`src/rtl/mult_div.sv`:
```
// -----------------------------------------------------------------------------
// mult_div
//   Sequential sign-magnitude restoring divider, the inverse of the mult block.
//   Divides an (M_bits+N_bits)-bit product-format dividend by an N_bits divisor
//   and produces one quotient bit per clock, using the same start/busy/done
//   handshake as mult so that mult's product can be fed straight back in.
//
// Ports
//   clk    in   1              rising-edge clock
//   rst    in   1              synchronous, active-high reset
//   start  in   1              request, accepted in IDLE or DONE
//   dvd    in   M_bits+N_bits  dividend, sign-magnitude, MSB = sign
//   dvs    in   N_bits         divisor, sign-magnitude, MSB = sign
//   quo    out  M_bits         quotient, sign-magnitude
//   rem    out  N_bits         remainder, sign-magnitude (takes dividend sign)
//   busy   out  1              operation in progress (CHECK / ITER)
//   done   out  1              one-cycle completion pulse
//   ovf    out  1              quotient magnitude does not fit M_bits-1 bits
//   dbz    out  1              divisor magnitude is zero
// -----------------------------------------------------------------------------
module mult_div #(
  parameter int M_bits = 12,
  parameter int N_bits = 8
) (
  input  logic                     clk,
  input  logic                     rst,
  input  logic                     start,
  input  logic [M_bits+N_bits-1:0] dvd,
  input  logic [N_bits-1:0]        dvs,
  output logic [M_bits-1:0]        quo,
  output logic [N_bits-1:0]        rem,
  output logic                     busy,
  output logic                     done,
  output logic                     ovf,
  output logic                     dbz
);

  localparam int W  = M_bits + N_bits;
  localparam int CW = $clog2(M_bits);

  typedef enum logic [1:0] {
    S_IDLE,
    S_CHECK,
    S_ITER,
    S_DONE
  } state_e;

  state_e              state_q;
  logic [W-1:0]        dvd_q;
  logic [N_bits-1:0]   dvs_q;
  logic [N_bits-2:0]   p_q;      // partial remainder, always < B
  logic [M_bits-2:0]   q_q;      // dividend low bits shifting out, quotient bits shifting in
  logic [CW-1:0]       cnt_q;
  logic [M_bits-1:0]   quo_q;
  logic [N_bits-1:0]   rem_q;
  logic                busy_q;
  logic                done_q;
  logic                ovf_q;
  logic                dbz_q;

  // Operand magnitudes taken from the latched copies.
  logic [W-2:0]        a_mag;
  logic [N_bits-2:0]   b_mag;
  logic [N_bits-1:0]   b_ext;
  logic [N_bits-1:0]   a_hi;
  logic                b_zero;
  logic                too_big;

  assign a_mag   = dvd_q[W-2:0];
  assign b_mag   = dvs_q[N_bits-2:0];
  assign b_ext   = {1'b0, b_mag};
  // The top N bits of A are what the first M-1 quotient bits are divided from;
  // if they already reach B the quotient needs more than M-1 bits.
  assign a_hi    = a_mag[W-2:M_bits-1];
  assign b_zero  = (b_mag == '0);
  assign too_big = (a_hi >= b_ext);

  // One restoring step: shift the next dividend bit into the partial remainder
  // and subtract B when it fits.
  logic [N_bits-1:0]   p_sh;
  logic [N_bits-1:0]   p_sub;
  logic                fits;
  logic [N_bits-2:0]   p_d;
  logic [M_bits-2:0]   q_d;
  logic                sq_d;
  logic                sr_d;

  assign p_sh  = {p_q, q_q[M_bits-2]};
  assign fits  = (p_sh >= b_ext);
  assign p_sub = p_sh - b_ext;
  assign p_d   = fits ? p_sub[N_bits-2:0] : p_sh[N_bits-2:0];
  assign q_d   = {q_q[M_bits-3:0], fits};
  // Signs are suppressed on zero magnitudes so no negative zero is produced.
  assign sq_d  = (dvd_q[W-1] ^ dvs_q[N_bits-1]) & (|q_d);
  assign sr_d  = dvd_q[W-1] & (|p_d);

  // NOTE: every register below is assigned with <= so all state updates on an
  // edge see the values from before that edge, matching the flop hardware.
  always_ff @(posedge clk) begin
    if (rst) begin
      state_q <= S_IDLE;
      dvd_q   <= '0;
      dvs_q   <= '0;
      p_q     <= '0;
      q_q     <= '0;
      cnt_q   <= '0;
      quo_q   <= '0;
      rem_q   <= '0;
      busy_q  <= 1'b0;
      done_q  <= 1'b0;
      ovf_q   <= 1'b0;
      dbz_q   <= 1'b0;
    end else begin
      unique case (state_q)
        S_IDLE, S_DONE: begin
          done_q <= 1'b0;
          if (start) begin
            dvd_q   <= dvd;
            dvs_q   <= dvs;
            busy_q  <= 1'b1;
            state_q <= S_CHECK;
          end else begin
            state_q <= S_IDLE;
          end
        end

        S_CHECK: begin
          if (b_zero || too_big) begin
            quo_q   <= '0;
            rem_q   <= '0;
            dbz_q   <= b_zero;
            ovf_q   <= ~b_zero;
            busy_q  <= 1'b0;
            done_q  <= 1'b1;
            state_q <= S_DONE;
          end else begin
            p_q     <= a_hi[N_bits-2:0];
            q_q     <= a_mag[M_bits-2:0];
            cnt_q   <= CW'(M_bits - 1);
            state_q <= S_ITER;
          end
        end

        S_ITER: begin
          p_q   <= p_d;
          q_q   <= q_d;
          cnt_q <= cnt_q - 1'b1;
          // Last of the M-1 steps: publish the result on the edge entering DONE.
          if (cnt_q == CW'(1)) begin
            quo_q   <= {sq_d, q_d};
            rem_q   <= {sr_d, p_d};
            ovf_q   <= 1'b0;
            dbz_q   <= 1'b0;
            busy_q  <= 1'b0;
            done_q  <= 1'b1;
            state_q <= S_DONE;
          end
        end

        default: begin
          busy_q  <= 1'b0;
          done_q  <= 1'b0;
          state_q <= S_IDLE;
        end
      endcase
    end
  end

  assign quo  = quo_q;
  assign rem  = rem_q;
  assign busy = busy_q;
  assign done = done_q;
  assign ovf  = ovf_q;
  assign dbz  = dbz_q;

endmodule

```
`config.mk`:
```
export PLATFORM = sky130hd
export DESIGN_NAME = mult_div
export DESIGN_NICKNAME = d
export VERILOG_FILES = /design/src/rtl/mult_div.sv
export SDC_FILE = /design/constraint.sdc
export NUM_CORES = 1
export LEC_CHECK = 0
export ABC_AREA = 1
export CORE_MARGIN = 4
export CORE_UTILIZATION = 30
export DETAILED_ROUTE_END_ITERATION = 12
export SYNTH_ARGS = -nofsm -noshare
export SYNTH_HDL_FRONTEND = slang
export SYNTH_SLANG_ARGS = --single-unit
```
`constraint.sdc`:
```
create_clock -name clk -period 4.15 [get_ports clk]
set_clock_uncertainty 0.05 [all_clocks]
set_input_delay 1.245 -clock clk [delete_from_list [all_inputs] [get_ports clk]]
set_output_delay 1.245 -clock clk [all_outputs]
set_load 0.01 [all_outputs]
```
; ---- Word-level counts from Yosys, hierarchy flattened
; Cells that the tools add are included.
[word_totals]
in_bits = 31
out_inout_bits = 24
elab_cells = 68
ff_bits = 76
[op_classes]
n_eq_ne = 8
reduce_logical = 12
n_addsub = 2
n_bitwise = 4
mux = 28
n_lt_le_gt_ge = 2
[ops]
columns = cell, n
row1 = $mux W12, 2
row2 = $pmux W12 S2, 1
row3 = $pmux W11 S2, 1
row4 = $ge A8 B7 Y1, 2
row5 = $mux W8, 2
row6 = $pmux W8 S2, 1
row7 = $mux W7, 2
row8 = $pmux W7 S2, 1
row9 = $mux W11, 1
row10 = $reduce_or A11 Y1, 1
row11 = $mux W1, 9
row12 = $ne A2 B2 Y1 const B, 4
row13 = $pmux W4 S2, 1
row14 = $logic_not A7 Y1, 1
row15 = $reduce_or A7 Y1, 1
row16 = $sub A7 B7 Y7, 1
row17 = $pmux W1 S3, 2
row18 = $pmux W2 S3, 1
row19 = $reduce_and A2 Y1, 3
row20 = $reduce_and A3 Y1, 2
row21 = $eq A2 B2 Y1 const B, 2
row22 = $eq A4 B1 Y1 const B, 1
row23 = $mux W4, 1
row24 = $pmux W1 S2, 2
row25 = other kinds (10), 11

; ---- Depth between registers and ports, before layout
; Gate-level depths: netlist of the first run.
[depth]
word_depth = 6
depth_mapped = 17
mapped_depth_nobuf = 17

; ---- Worst setup path after synthesis of the first run
; No wires, ideal clock.
[synth_timing]
kind = input to register
startpoint = in rst
endpoint = reg p_q[1]
path_slack_ps = 2102
t_arrival_ps = 1933
path_stages = 5
required_time_ps = 4036
path_buffers = 2
path_cell_list = inv_1 -> clkbuf_1 -> buf_1 -> o21ai_0 -> nor2_1
[synth_rtl]
columns = element, line
row1 = start: declaration, 26  ; input logic rst,
row2 = end signal: assignment, 137  ; p_q <= a_hi[N_bits-2:0];
row3 = end signal: assignment, 145  ; p_q <= p_d;
row4 = end: declaration, 51  ; logic [N_bits-2:0] p_q;

; ---- Final worst setup path of the first run
[layout_timing]
startpoint = reg quo_q[11], in the netlist quo[11]
endpoint = out quo[11]
[layout_rtl]
columns = element, line
row1 = start: declaration, 54  ; logic [M_bits-1:0] quo_q;
row2 = start signal: assignment, 150  ; quo_q <= {sq_d, q_d};
row3 = end: declaration, 30  ; output logic [M_bits-1:0] quo,
; No word-level cell between the ends.

==> impl_metrics.toml, run 1 <==
[drt]
drc = 0
ant_nets = 0
vias = 3494
routedWlPerCell_um = 12.70
routed_via_density = 4.544
first_iter_violations = 192
firstDrtPassIters = 4
drt_wl_total_um = 9767

[power_and_ir_drop]
p_leak_nw = 2.031
powerDensity_nw_per_um2 = 772.6
power_frac_clock_pct = 21.4
power_mw = 3.744
switching_share_pct = 45.16
power_frac_seq_pct = 27.6
power.internal_mw = 2.053
vdd_drop_max_uv = 314.8
comb_power_share_pct = 51.0
switching_power_mw = 1.691

[yosys]
synthFlopType = "dfxtp_1"
synthArstFlopShare_pct = 0
ys_warn_count = 0
synth_cell_type_count = 41
synth-edff-count = 0
avgSynthCellArea_um2 = 7.086
netlist_instances = 547
netlist_area_um2 = 3876
yosysSeqAreaShare_pct = 39.25
ys_ff_latch = 76
synth_nets = 597

[global_routing]
globalRouteOverflowTotal = 0
grt_use_total_pct = 13.66
grt_max_degree = 39
antenna_found_initial = 0
grt_pass1_vias = 3283
grt_pass1_wl_um = 16160

[place]
gp_congestion = 0.7825
portBuffers = 54
dpl_cell_area_um2 = 4536
dp_hpwl_um = 7220

[floorplanning]
rows = 41
die_area_um2 = 14800
initial_core_util_pct = 30.72
die_x_um = 121.7
core_um2 = 12620
ios = 55
die_h_um = 121.7

[clock_tree]
cts_root_buffer = "clkbuf_16"
cts_tree = "built"
ctsHoldBuffers = 0
cts_buffer_depth = 2
cts.htree.levels = 3
cts-buffers-inserted = 9
clk_pin_slew_worst_paths_ps = 60
cts_setup_buffers = 0
ctsResizeCount = 0
clkLatencyLatePin_ps = 340
cts.sinks = 76

[worst_hold_path]
hold_path_depth = 2
min_path_type = "reg -> reg"

[timing]
relSlewSlack_pct = 37.53
hold_ws_ps = 401.7
fmax_mhz = 396.3
finalSetupViolCount = 0
fin_setup_tns_ps = 0
min_period_ps = 2524
rsz0062_at_grt = "no"
drv_slew = 0
hold_viol = 0
finalCritPeriodShare_pct = 60.81
tightest_slew_ps = 936.0

[setup_path]
worstPathCellList = "clkdlybuf4s50_1"
path_buf_inv = 1
cp-end-kind = "output port"
cp.depth = 1
r2r_cells = 15
cp.arrival_ps = 1230
slowest_stage = "clkdlybuf4s50_1"
cp_max_fo = 2
worstPathRequired_ps = 2850
startpoint_type = "flip-flop"
max_stage_delay_ps = 550
criticalPathCategory = "reg -> out"
crit_family = "buffers and inverters"

[finish]
layout_common_cells = "134 x nand2_1, 76 x dfxtp_1, 62 x inv_1"
layout_commonest_cell = "nand2_1"
final_layout_size_suffix_gt1_share_pct = 7.873
antenna_cells = 0
final_util_pct = 38.40
syn_to_final_growth_pct = 25.02
layout.nets = 642
final_cell_area_um2 = 4846

[status]
status = "complete, no violations"

[run]
maxCapViolCount = 0
-- power groups by stage --
stage               combinational, mW  sequential (mW)  clock, mW
finish                           1.91             1.03      0.803
global route                     2.19             1.05      0.852
CTS                              1.91             1.03      0.819
detailed placement               1.90             1.05          0
global placement                 1.86             1.04          0
floorplan                        1.48             1.03          0
-- synth_stat cells (3+ instances only) --
cell type	count	area share, %
nand2_1	134	13
dfxtp_1	76	39
inv_1	62	6.0
nor2_1	57	5.5
a21oi_1	45	5.8
o21ai_0	38	4.9
nand3_1	30	3.9
ha_1	18	5.8
clkbuf_1	13	1.3
a31oi_1	12	1.9
nand2_2	5	0.81
a211oi_1	4	0.77
buf_1	4	0.39
buf_6	4	1.2
inv_2	4	0.39
nand3b_1	4	0.77
a21oi_2	3	0.68
nand2_4	3	0.87
nor4_1	3	0.48
-- tightest hold or removal path, delay by kind of cell, from the launching register on --
family / cells / cell delay [ps]
flops: 1 / 310
buf+inv: 1 / 50
compound gates: 1 / 50
-- cell families after synthesis --
group | share of synthesized area [%]
buf+inv | 9.813
xor+xnor | 0.6780
fa+ha+maj | 6.327
compound gates | 15.62
flops | 39.25
simple gates | 28.31
-- final cells by class --
type,instances,area [µm²]
clock buffers,10,239.0
clock inverters,6,71.32
fillers,1366,7774
inverters,69,261.5
multi-input cells,379,1974
flip-flops and latches,76,1521
well taps,172,215.2
repair buffers,57,563.0
-- per-layer routing --
metal	global-route usage [%]	vias to the layer above	wire length, µm
met4	5.112	0	199
met1	20.39	1537	4919
met3	2.971	15	580
met5	0	-	0
met2	19.10	88	4067
li1	-	1854	-
-- metrics by stage --
stage          instances  setup WS [ps]
3_5_place_dp         753           1279
4_1_cts              769           1608
3_3_place_gp         753           1294
6_report             769           1626
2_1_floorplan        547           2102
5_1_grt              769           1388
-- registers in the layout, indices dropped and copies added (netlist names), 2 cells and up --
signal	cells
dvd_q	20
quo	12
q_q	11
dvs_q	8
rem	8
p_q	7
cnt_q	4
state_q	2
-- worst paths after layout --
check                               from  slack (ps)       to
worst max-delay path             quo[11]        1630  quo[11]
worst max register to register  dvs_q[0]        1700   rem[7]
worst min register to register      busy         400     busy
worst min-delay path                busy         400     busy
Note: power is estimated with default switching activity, not from simulation.
==> inputs of run 2 (changes only) <==
Clock period 4.15 ns to 2.53 ns, I/O delays scaled along.
==> impl_metrics.toml, run 2 (same netlist as run 1, synthesis figures left out) <==
[timing]
setup_slack_ps = 283.2
rsz0062_at_grt = "no"
drv_slew = 0
hold_ws_ps = 406.2
finalCritPeriodShare_pct = 88.81
fmax_mhz = 445.1
hold_viol = 0
tightest_slew_ps = 502.4
relSlewSlack_pct = 66.47
min_period_ps = 2247
finalSetupViolCount = 0
fin_setup_tns_ps = 0

[setup_path]
reg2reg_to = "rem[7]"
reg2reg_from = "dvs_q[0]"
crit_end = "rem[7]"
cp-end-kind = "flip-flop"
cp_max_fo = 7
startpoint_type = "flip-flop"
critPathLaunch = "dvs_q[0]"
cp.arrival_ps = 2460
r2r_cells = 16
rrSetupSlack_ps = 280
worstPathRequired_ps = 2740
criticalPathCategory = "reg -> reg"

[finish]
final_util_pct = 39.13
layout_common_cells = "134 x nand2_1, 76 x dfxtp_1, 62 x inv_1"
layout.nets = 649
top_register = "dvd_q"
antenna_cells = 0
final_layout_size_suffix_gt1_share_pct = 8.775
final.fill_count = 1347
largest_reg_flops = 20
layout_commonest_cell = "nand2_1"
syn_to_final_growth_pct = 27.40

[drt]
firstDrtPassIters = 4
routedWlPerCell_um = 12.84
drc = 0
drt_wl_total_um = 9963
ant_nets = 0
first_iter_violations = 199
vias = 3556
routed_via_density = 4.582

[global_routing]
grt_max_degree = 39
antenna_found_initial = 0
globalRouteOverflowTotal = 0
grt_pass1_vias = 3614
grt_pass1_wl_um = 17030
grt_use_total_pct = 14.11

[clock_tree]
cts-buffers-inserted = 9
cts.htree.levels = 3
cts_root_buffer = "clkbuf_16"
cts.sinks = 76
clk_pin_slew_worst_paths_ps = 60
ctsHoldBuffers = 0
ctsResizeCount = 0
cts_setup_buffers = 0
cts_tree = "built"
cts_buffer_depth = 2
clkLatencyLatePin_ps = 330

[place]
dp_hpwl_um = 7470
portBuffers = 54
dpl_worst_slack_ps = 293.4
gp_congestion = 0.8658

[power_and_ir_drop]
powerDensity_nw_per_um2 = 1288
vdd_drop_max_uv = 445.4
power_mw = 6.359
p_leak_nw = 2.088

[floorplanning]
core_um2 = 12620
ios = 55
rows = 41
die_x_um = 121.7
die_h_um = 121.7
die_area_um2 = 14800
initial_core_util_pct = 30.72

[worst_hold_path]
min_path_type = "reg -> reg"

[status]
status = "complete, no violations"

[run]
maxCapViolCount = 0
[run 2: cell types whose count changed in the layout (fill, tap and decap cells not counted)]
| cell | previous run | this run |
|---|---|---|
| buf_4 | 3 | 10 |
| bufinv_16 | 1 | 3 |
| clkbuf_1 | 0 | 1 |
| clkinv_4 | 2 | 1 |
| clkinvlp_4 | 2 | 0 |
[run 2: area by class of cell]
type / count / area, µm² / share of cell area, %
clock inverters: 5 / 107.6 / 2.179
flip-flops and latches: 76 / 1521 / 30.81
well taps: 172 / 215.2 / 4.358
multi-input cells: 379 / 1974 / 39.98
repair buffers: 64 / 615.6 / 12.47
inverters: 69 / 261.5 / 5.295
clock buffers: 11 / 242.7 / 4.915
[run 2: worst min-delay path by stage]
stage | cells after the start | start | end
after floorplan | 2 | dvd_q[15] | dvd_q[15]
after global placement | 2 | busy | busy
after detailed placement | 2 | busy | busy
after CTS | 2 | busy | busy
after global routing | 2 | quo[2] | quo[2]
final | 2 | busy | busy
[run 2: layer usage]
layer	track usage [%]	share of wire, %	vias to the layer above
li1	-	-	1871
met1	20.24	51	1595
met2	21.28	43	83
met3	2.693	4.8	7
met4	4.692	1.1	0
met5	0	0	-
[run 2: power by group]
| part | internal (mW) | total [mW] | switching, mW |
|---|---|---|---|
| clock network | 0.996 | 1.50 | 0.499 |
| registers | 1.50 | 1.69 | 0.192 |
| logic | 1.12 | 3.17 | 2.05 |
[run 2: critical path, cell delays in order, from the launching register on]
cell	delay, ps
dfxtp_1	400
ha_1	170
inv_1	70
fa_1	420
inv_1	70
nor2_1	40
nor2_1	110
nand2_1	70
nand2_1	180
nand3_1	130
nand2_2	110
clkinv_1	70
nand2_2	70
nor2_2	30
nand2_1	50
nand2_1	50
a21oi_2	100
[run 2: per-stage QoR]
step / cells / area [µm²]
after floorplan: 547 / 3876
after global placement: 760 / 4588
after detailed placement: 760 / 4588
after CTS: 776 / 4938
after global routing: 776 / 4938
final: 776 / 4938
